<file path="config.mk">
export PLATFORM = sky130hd
export DESIGN_NAME = audio_sample_sequencer
export DESIGN_NICKNAME = d
export VERILOG_FILES = /design/src/rtl/audio_seq_pkg.sv /design/src/rtl/sat_counter.sv /design/src/rtl/audio_sample_sequencer.sv
export SDC_FILE = /design/constraint.sdc
export NUM_CORES = 1
export LEC_CHECK = 0
export BUFFER_PORTS_ARGS = -buffer_cell sky130_fd_sc_hd__buf_2
export CORE_MARGIN = 1
export CORE_UTILIZATION = 54
export CTS_CLUSTER_DIAMETER = 150
export DETAILED_ROUTE_END_ITERATION = 6
export PLACE_DENSITY = 0.84
export SYNTH_ARGS = -nofsm -noshare
export SYNTH_HDL_FRONTEND = slang
export SYNTH_SLANG_ARGS = --single-unit
</file>
<file path="constraint.sdc">
create_clock -name clk -period 3.4 [get_ports clk]
set_clock_uncertainty 0.2 [all_clocks]
set_input_delay 0.34 -clock clk [delete_from_list [all_inputs] [get_ports clk]]
set_output_delay 0.34 -clock clk [all_outputs]
set_load 0.01 [all_outputs]
</file>
<file path="src/rtl/audio_seq_pkg.sv">
// Shared types and constants for the audio sample sequencer.
// Latency: n/a (declarations only).
// Backpressure: n/a (declarations only).
package audio_seq_pkg;

  // START is the first PROCESS cycle, kept as its own state so proc_start decodes cleanly
  typedef enum logic [1:0] {
    IDLE    = 2'd0,
    START   = 2'd1,
    PROCESS = 2'd2,
    EMIT    = 2'd3
  } state_t;

  localparam logic [1:0] MODE_PASS     = 2'b00;
  localparam logic [1:0] MODE_PROC     = 2'b01;
  localparam logic [1:0] MODE_MUTE     = 2'b10;
  localparam logic [1:0] MODE_PROC_ALT = 2'b11;

  // Both 01 and 11 route the sample through the engine
  function automatic logic is_proc_mode(input logic [1:0] m);
    return (m == MODE_PROC) || (m == MODE_PROC_ALT);
  endfunction

endpackage

</file>
<file path="src/rtl/sat_counter.sv">
// Saturating up-counter used for diagnostics.
// Latency: count reflects inc one cycle after the edge that samples it.
// Backpressure: none; holds at all-ones instead of wrapping.
module sat_counter #(
  parameter int CNT_W = 16
) (
  input  logic             clk,
  input  logic             reset,
  input  logic             inc,
  output logic [CNT_W-1:0] count
);

  // Increment on request, stop at the maximum value
  always_ff @(posedge clk) begin
    if (reset) begin
      count <= '0;
    end else if (inc && (count != {CNT_W{1'b1}})) begin
      count <= count + 1'b1;
    end
  end

endmodule

</file>
<file path="src/rtl/audio_sample_sequencer.sv">
// Moves one codec sample at a time through pass / engine / mute paths to the DAC.
// Latency: pass/mute write at t+1 after read; process writes one cycle after done or timeout.
// Backpressure: read only in IDLE; holds sample in EMIT until write_ready, counting stalls.
module audio_sample_sequencer
  import audio_seq_pkg::*;
#(
  parameter int W       = 24,
  parameter int TIMEOUT = 64,
  parameter int CNT_W   = 16
) (
  input  logic             clk,
  input  logic             reset,
  input  logic [1:0]       mode,
  input  logic             read_ready,
  input  logic             write_ready,
  input  logic [W-1:0]     readdata_left,
  output logic             read,
  output logic             write,
  output logic [W-1:0]     writedata_left,
  output logic [W-1:0]     writedata_right,
  output logic             proc_start,
  output logic [W-1:0]     proc_data_in,
  input  logic             proc_done,
  input  logic [W-1:0]     proc_data_out,
  output logic             busy,
  output logic [CNT_W-1:0] timeout_count,
  output logic [CNT_W-1:0] stall_count
);

  localparam int TW = $clog2(TIMEOUT + 1);

  state_t        state;
  logic [W-1:0]  sample_q;
  logic [W-1:0]  wdata_q;
  logic [TW-1:0] timer;
  logic          timer_hit;
  logic          timeout_inc;
  logic          stall_inc;

  // timer holds the index (1-based) of the current PROCESS cycle
  assign timer_hit = (timer == TW'(TIMEOUT));

  // Handshakes are state decodes, forced low while reset is asserted
  assign read       = !reset && (state == IDLE) && read_ready;
  assign write      = !reset && (state == EMIT) && write_ready;
  assign proc_start = !reset && (state == START);

  assign proc_data_in    = sample_q;
  assign writedata_left  = wdata_q;
  assign writedata_right = wdata_q;
  assign busy            = (state != IDLE);

  // Done takes priority over timeout, so a late-but-valid result is never counted as a timeout
  assign timeout_inc = (state == PROCESS) && !proc_done && timer_hit;
  assign stall_inc   = (state == EMIT) && !write_ready;

  // Sequencing FSM with the sample and output registers
  always_ff @(posedge clk) begin
    if (reset) begin
      state    <= IDLE;
      sample_q <= '0;
      wdata_q  <= '0;
      timer    <= '0;
    end else begin
      case (state)
        IDLE: begin
          if (read_ready) begin
            sample_q <= readdata_left;
            timer    <= TW'(1);
            if (is_proc_mode(mode)) begin
              state <= START;
            end else begin
              state   <= EMIT;
              wdata_q <= (mode == MODE_MUTE) ? '0 : readdata_left;
            end
          end
        end
        START: begin
          // done is ignored here: the engine has only just seen proc_start
          timer <= timer + 1'b1;
          state <= PROCESS;
        end
        PROCESS: begin
          if (proc_done) begin
            wdata_q <= proc_data_out;
            state   <= EMIT;
          end else if (timer_hit) begin
            wdata_q <= sample_q;
            state   <= EMIT;
          end else begin
            timer <= timer + 1'b1;
          end
        end
        EMIT: begin
          if (write_ready) begin
            state <= IDLE;
          end
        end
        default: state <= IDLE;
      endcase
    end
  end

  sat_counter #(.CNT_W(CNT_W)) u_timeout_cnt (
    .clk   (clk),
    .reset (reset),
    .inc   (timeout_inc),
    .count (timeout_count)
  );

  sat_counter #(.CNT_W(CNT_W)) u_stall_cnt (
    .clk   (clk),
    .reset (reset),
    .inc   (stall_inc),
    .count (stall_count)
  );

endmodule
</file>
### Word-level counts from Yosys, hierarchy flattened

Cells that the tools add are included.

* equality and inequality tests: 15
* $add $sub $neg: 3
* reductions and logical operators: 22
* muxes and demuxes: 16

Operators with widths (number)
* $mux W24: 5
* $pmux W24 S2: 1
* $add A16 B1 Y16 const B: 2
* $ne A16 B16 Y1 const B: 2
* $mux W7: 3
* $pmux W7 S3: 1
* $logic_and A1 B1 Y1: 10
* $mux W2: 5
* $ne A2 B2 Y1 const B: 5
* $eq A2 B2 Y1 const B: 4
* $pmux W2 S4: 1
* $reduce_and A4 Y1: 2
* $add A7 B1 Y7 const B: 1
* $eq A7 B7 Y1 const B: 1
* $eq A2 B1 Y1 const B: 2
* $reduce_bool A2 Y1: 2
* $logic_not A1 Y1: 3
* $ne A3 B3 Y1 const B: 1
* $reduce_and A3 Y1: 1
* $reduce_bool A3 Y1: 1
* $logic_not A2 Y1: 1
* $reduce_and A2 Y1: 1
* $logic_or A1 B1 Y1: 1

* register bits after elaboration: 89
* logic and storage cells: 62
* output and inout bits: 108

### Longest topological paths before layout

* depth in word-level cells: 5
* gate-level depth with buffers: 8
* gate-level depth less buffers: 7

### Hierarchy

Synthesis repeated with hierarchy kept, for this count alone.

* cells, all modules: 577
* area total of the unflattened synthesis: 4852.2 um2

Modules (own cells, without submodules)
* audio_sample_sequencer: sequential area each 1141.1 um2, times used 1, cells each 379, area each 3155.5 um2
* sat_counter: sequential area each 320.3 um2, times used 2, cells each 99, area each 848.3 um2

### Worst setup path before layout

No wires, ideal clock.

* kind: reg2reg
* from: register state[0]
* to: register u_timeout_cnt.count[11]
* data required time: 3130 ps
* cell stages (with the launch flop): 8
* period minus slack after synthesis: 2089 ps
* path buffers: 0
* slack: 1311 ps
* arrival time: 1819 ps
* cells stage by stage: dfxtp_1 > inv_1 > ha_1 > nor2b_1 > and4_4 > o21ai_2 > or4b_1 > a21oi_1

* word-level cells in the longest chain between the ends: 4

RTL lines
* start, declared: line audio_sample_sequencer.sv:32 `state_t state;`
* start signal, assigned: line audio_sample_sequencer.sv:60 `state <= IDLE;`
* start signal, assigned: line audio_sample_sequencer.sv:71 `state <= START;`
* start signal, assigned: line audio_sample_sequencer.sv:73 `state <= EMIT;`
* $eq A2 B2 Y1: line audio_sample_sequencer.sv:54 `assign timeout_inc = (state == PROCESS) && !proc_done && timer_hit;`
* $logic_and A1 B1 Y1 (2 in a row): line audio_sample_sequencer.sv:54
* $logic_and A1 B1 Y1: line sat_counter.sv:17 `end else if (inc && (count != {CNT_W{1'b1}})) begin`
* end signal, assigned: line sat_counter.sv:18 `count <= count + 1'b1;`
* end, declared: line sat_counter.sv:10 `output logic [CNT_W-1:0] count`

No other way between the ends.
A chain may end at the register's enable or synchronous reset.

### Worst setup path in the final report

* from: register state[0]
* to: register u_timeout_cnt.count[9]

The elaborated chain is that of the path after synthesis.

==> run metrics <==
status completed; nets 742; Std-Cell Rows 32; Mapped Avg Cell Area 8.06 µm²; asr flop ratio synth 0%; all-layer global routing usage 27.6%; H-tree levels 3; core area 7850 µm²; DRC errors left 0; MaxCap Viol Count 0; die area 8590 µm²; worst hold endpoint proc_data_in[23]$_SDFFE_PP0P_; final instance area 5380 µm²; min-delay worst type in2reg; Primary FF master, synth dfxtp_1; Antenna Nets Post-Route 0; Net Count, Synth 614; CTS tree done; initial antenna violation count 0; Num CTS Buffers 9; first-pass GRT wire length 19000 µm; post-route core utilization 68.6%; Worst IR Drop VDD 0.312 mV; DPL Wire Length 8360 µm; Detailed Routing Iterations Pass 1 5; Worst-Skew Late Latency 350 ps; WL/cell 14.9 µm; post-synthesis sequential area ratio 40.1%; clk buf depth 2; reg2reg path depth 7; Area Overhead vs Synth 21.2%; WP data required 3480 ps; setup_tns 0 ps; Final GP Congestion 0.864; worst slew pin tran 964 ps; Lkg Pwr 2.37 nW; via count 4424; Seq. cell area 1780 µm²; Yosys reg bits 89; synth warn 0; period utilization 78.2%; Starting Density 56.6%; area of the multi-input gates 2320 µm²; Cells after Synth 551; Worst Setup Slack, final 743 ps; Die Wd 92.7 µm; WS Path Type reg2reg; top-count cell post-synth dfxtp_1; Post-synth EDFFs 0; total congestion overflow 0; final total power 3.59 mW; wirelength, routed 11700 µm; ranking of synthesized cells by area dfxtp_1, a21oi_1, nor2_1; Port Buf Inserts 162; vias per cell 5.63; Data arrival, critical path 2740 ps; Cells after DPL 770; Synth top area share 40.1%; Finished Layout Cells 786; Final Hold Violating Endpoints 0; Startpoint Class flop; Max Slew Vio Count 0; cts repair resizes 0; Syn Std Cell Area 4440 µm²; r2r endpoint u_timeout_cnt.count[9]$_SDFFE_PP0P_; Die Y 92.7 µm; r2r setup slk 740 ps; pre-CTS setup slack 829 ps; CTS sink count 89; vias in the first global route 4186; Critical R2R Launch state[0]$_SDFFE_PP0P_; Min Hold Slack 37.0 ps; Placed Area 5160 µm²; largest net degree at the start of global routing 49; pwr dens 667 nW/µm²; Worst-path clk slew 90 ps; Worst Hold Launch readdata_left[23]; most frequent cells after synthesis dfxtp_1, nor2_1, nand2_1; Synth area leader dfxtp_1; Netlist cell types 49; antenna cells 0; Critical Path End Type flop; Max-slew headroom 35.7%; RSZ-0062 raised after global routing false; Filler cells 682; cts hold-fix bufs 0; layout cells sized above 1 28.2%; drt first-iter violations 199; CTS Root Cell clkbuf_8; crit-path max FO 16; IO Count 163; hold depth 3; Period minus WS final 2660 ps; max frequency 0.376 GHz; Setup-failing EPs final 0; setup bufs post-CTS 0
power breakdown:
group	internal, mW	switching [mW]	leakage [nW]
sequential	1.22	0.140	0.725
clock	0.438	0.376	0.118
combinational	0.535	0.879	1.52
area by class of cell:
cell class / instances / area share, %
Clock inverter: 6 / 1.67
Tap cell: 102 / 2.37
Sequential cell: 89 / 33.1
Inverter: 15 / 1.05
Timing Repair Buffer: 170 / 16.2
Multi-Input combinational cell: 394 / 43.1
Clock buffer: 10 / 2.56
flip-flops by register name (all words and copies together), names as in the netlist:
signal / cells
state: 2
proc_data_in: 24
timer: 7
u_stall_cnt.count: 16
u_timeout_cnt.count: 16
writedata_left: 24
worst max path at each step:
stage,from,to,slack [ps],cells past startpoint
after floorplan,state[0]$_SDFFE_PP0P_,u_timeout_cnt.count[11]$_SDFFE_PP0P_,1310,7
after detailed placement,state[0]$_SDFFE_PP0P_,u_timeout_cnt.count[9]$_SDFFE_PP0P_,830,7
final,state[0]$_SDFFE_PP0P_,u_timeout_cnt.count[9]$_SDFFE_PP0P_,740,7
after CTS,state[0]$_SDFFE_PP0P_,u_timeout_cnt.count[9]$_SDFFE_PP0P_,770,7
after global placement,state[0]$_SDFFE_PP0P_,u_timeout_cnt.count[11]$_SDFFE_PP0P_,960,7
after global routing,state[0]$_SDFFE_PP0P_,writedata_left[8]$_SDFFE_PP0P_,500,9
worst max-delay path, stage by stage, from the launching register on:
cell and delay [ps]:
dfxtp_1 330, inv_1 100, ha_1 300, nor2b_1 410, and4_4 310, o21ai_2 180, or4_1 570, a21oi_1 180
kinds of logic after synthesis:
| group | after synthesis | share of synthesized area, % |
|---|---|---|
| adders and majority gates | 8 | 2.25 |
| xor gates and xnor gates | 19 | 3.75 |
| and+or+nand+nor | 222 | 23.7 |
| buffers and inverters | 68 | 8.00 |
| AOI/OAI and AO/OA | 119 | 16.3 |
| DFF | 89 | 40.1 |
| muxes | 26 | 5.86 |
cells in the final DEF (no fill, tap or decap), drive strengths merged, types with 4 or more instances in the layout:
cell,count
nand4,5
nand3,17
nor3,9
and3,4
xor2,4
o21ai,9
clkbuf,10
or3,4
clkinv,4
mux2i,26
and4,5
nand2,65
xnor2,15
o31ai,4
buf,170
ha,8
dfxtp,89
a21oi,64
nor4,10
a211oi,27
or4,7
inv,15
nor2,79
per-layer routing:
| layer | vias up | GRT usage (%) | share of wire (%) |
|---|---|---|---|
| met4 | 0 | 12.1 | 2.7 |
| met5 | - | 0 | 0 |
| li1 | 2176 | - | - |
| met2 | 160 | 49.6 | 52 |
| met1 | 2064 | 32.8 | 40 |
| met3 | 24 | 3.45 | 5.5 |
(Power assumes the default switching activity.)
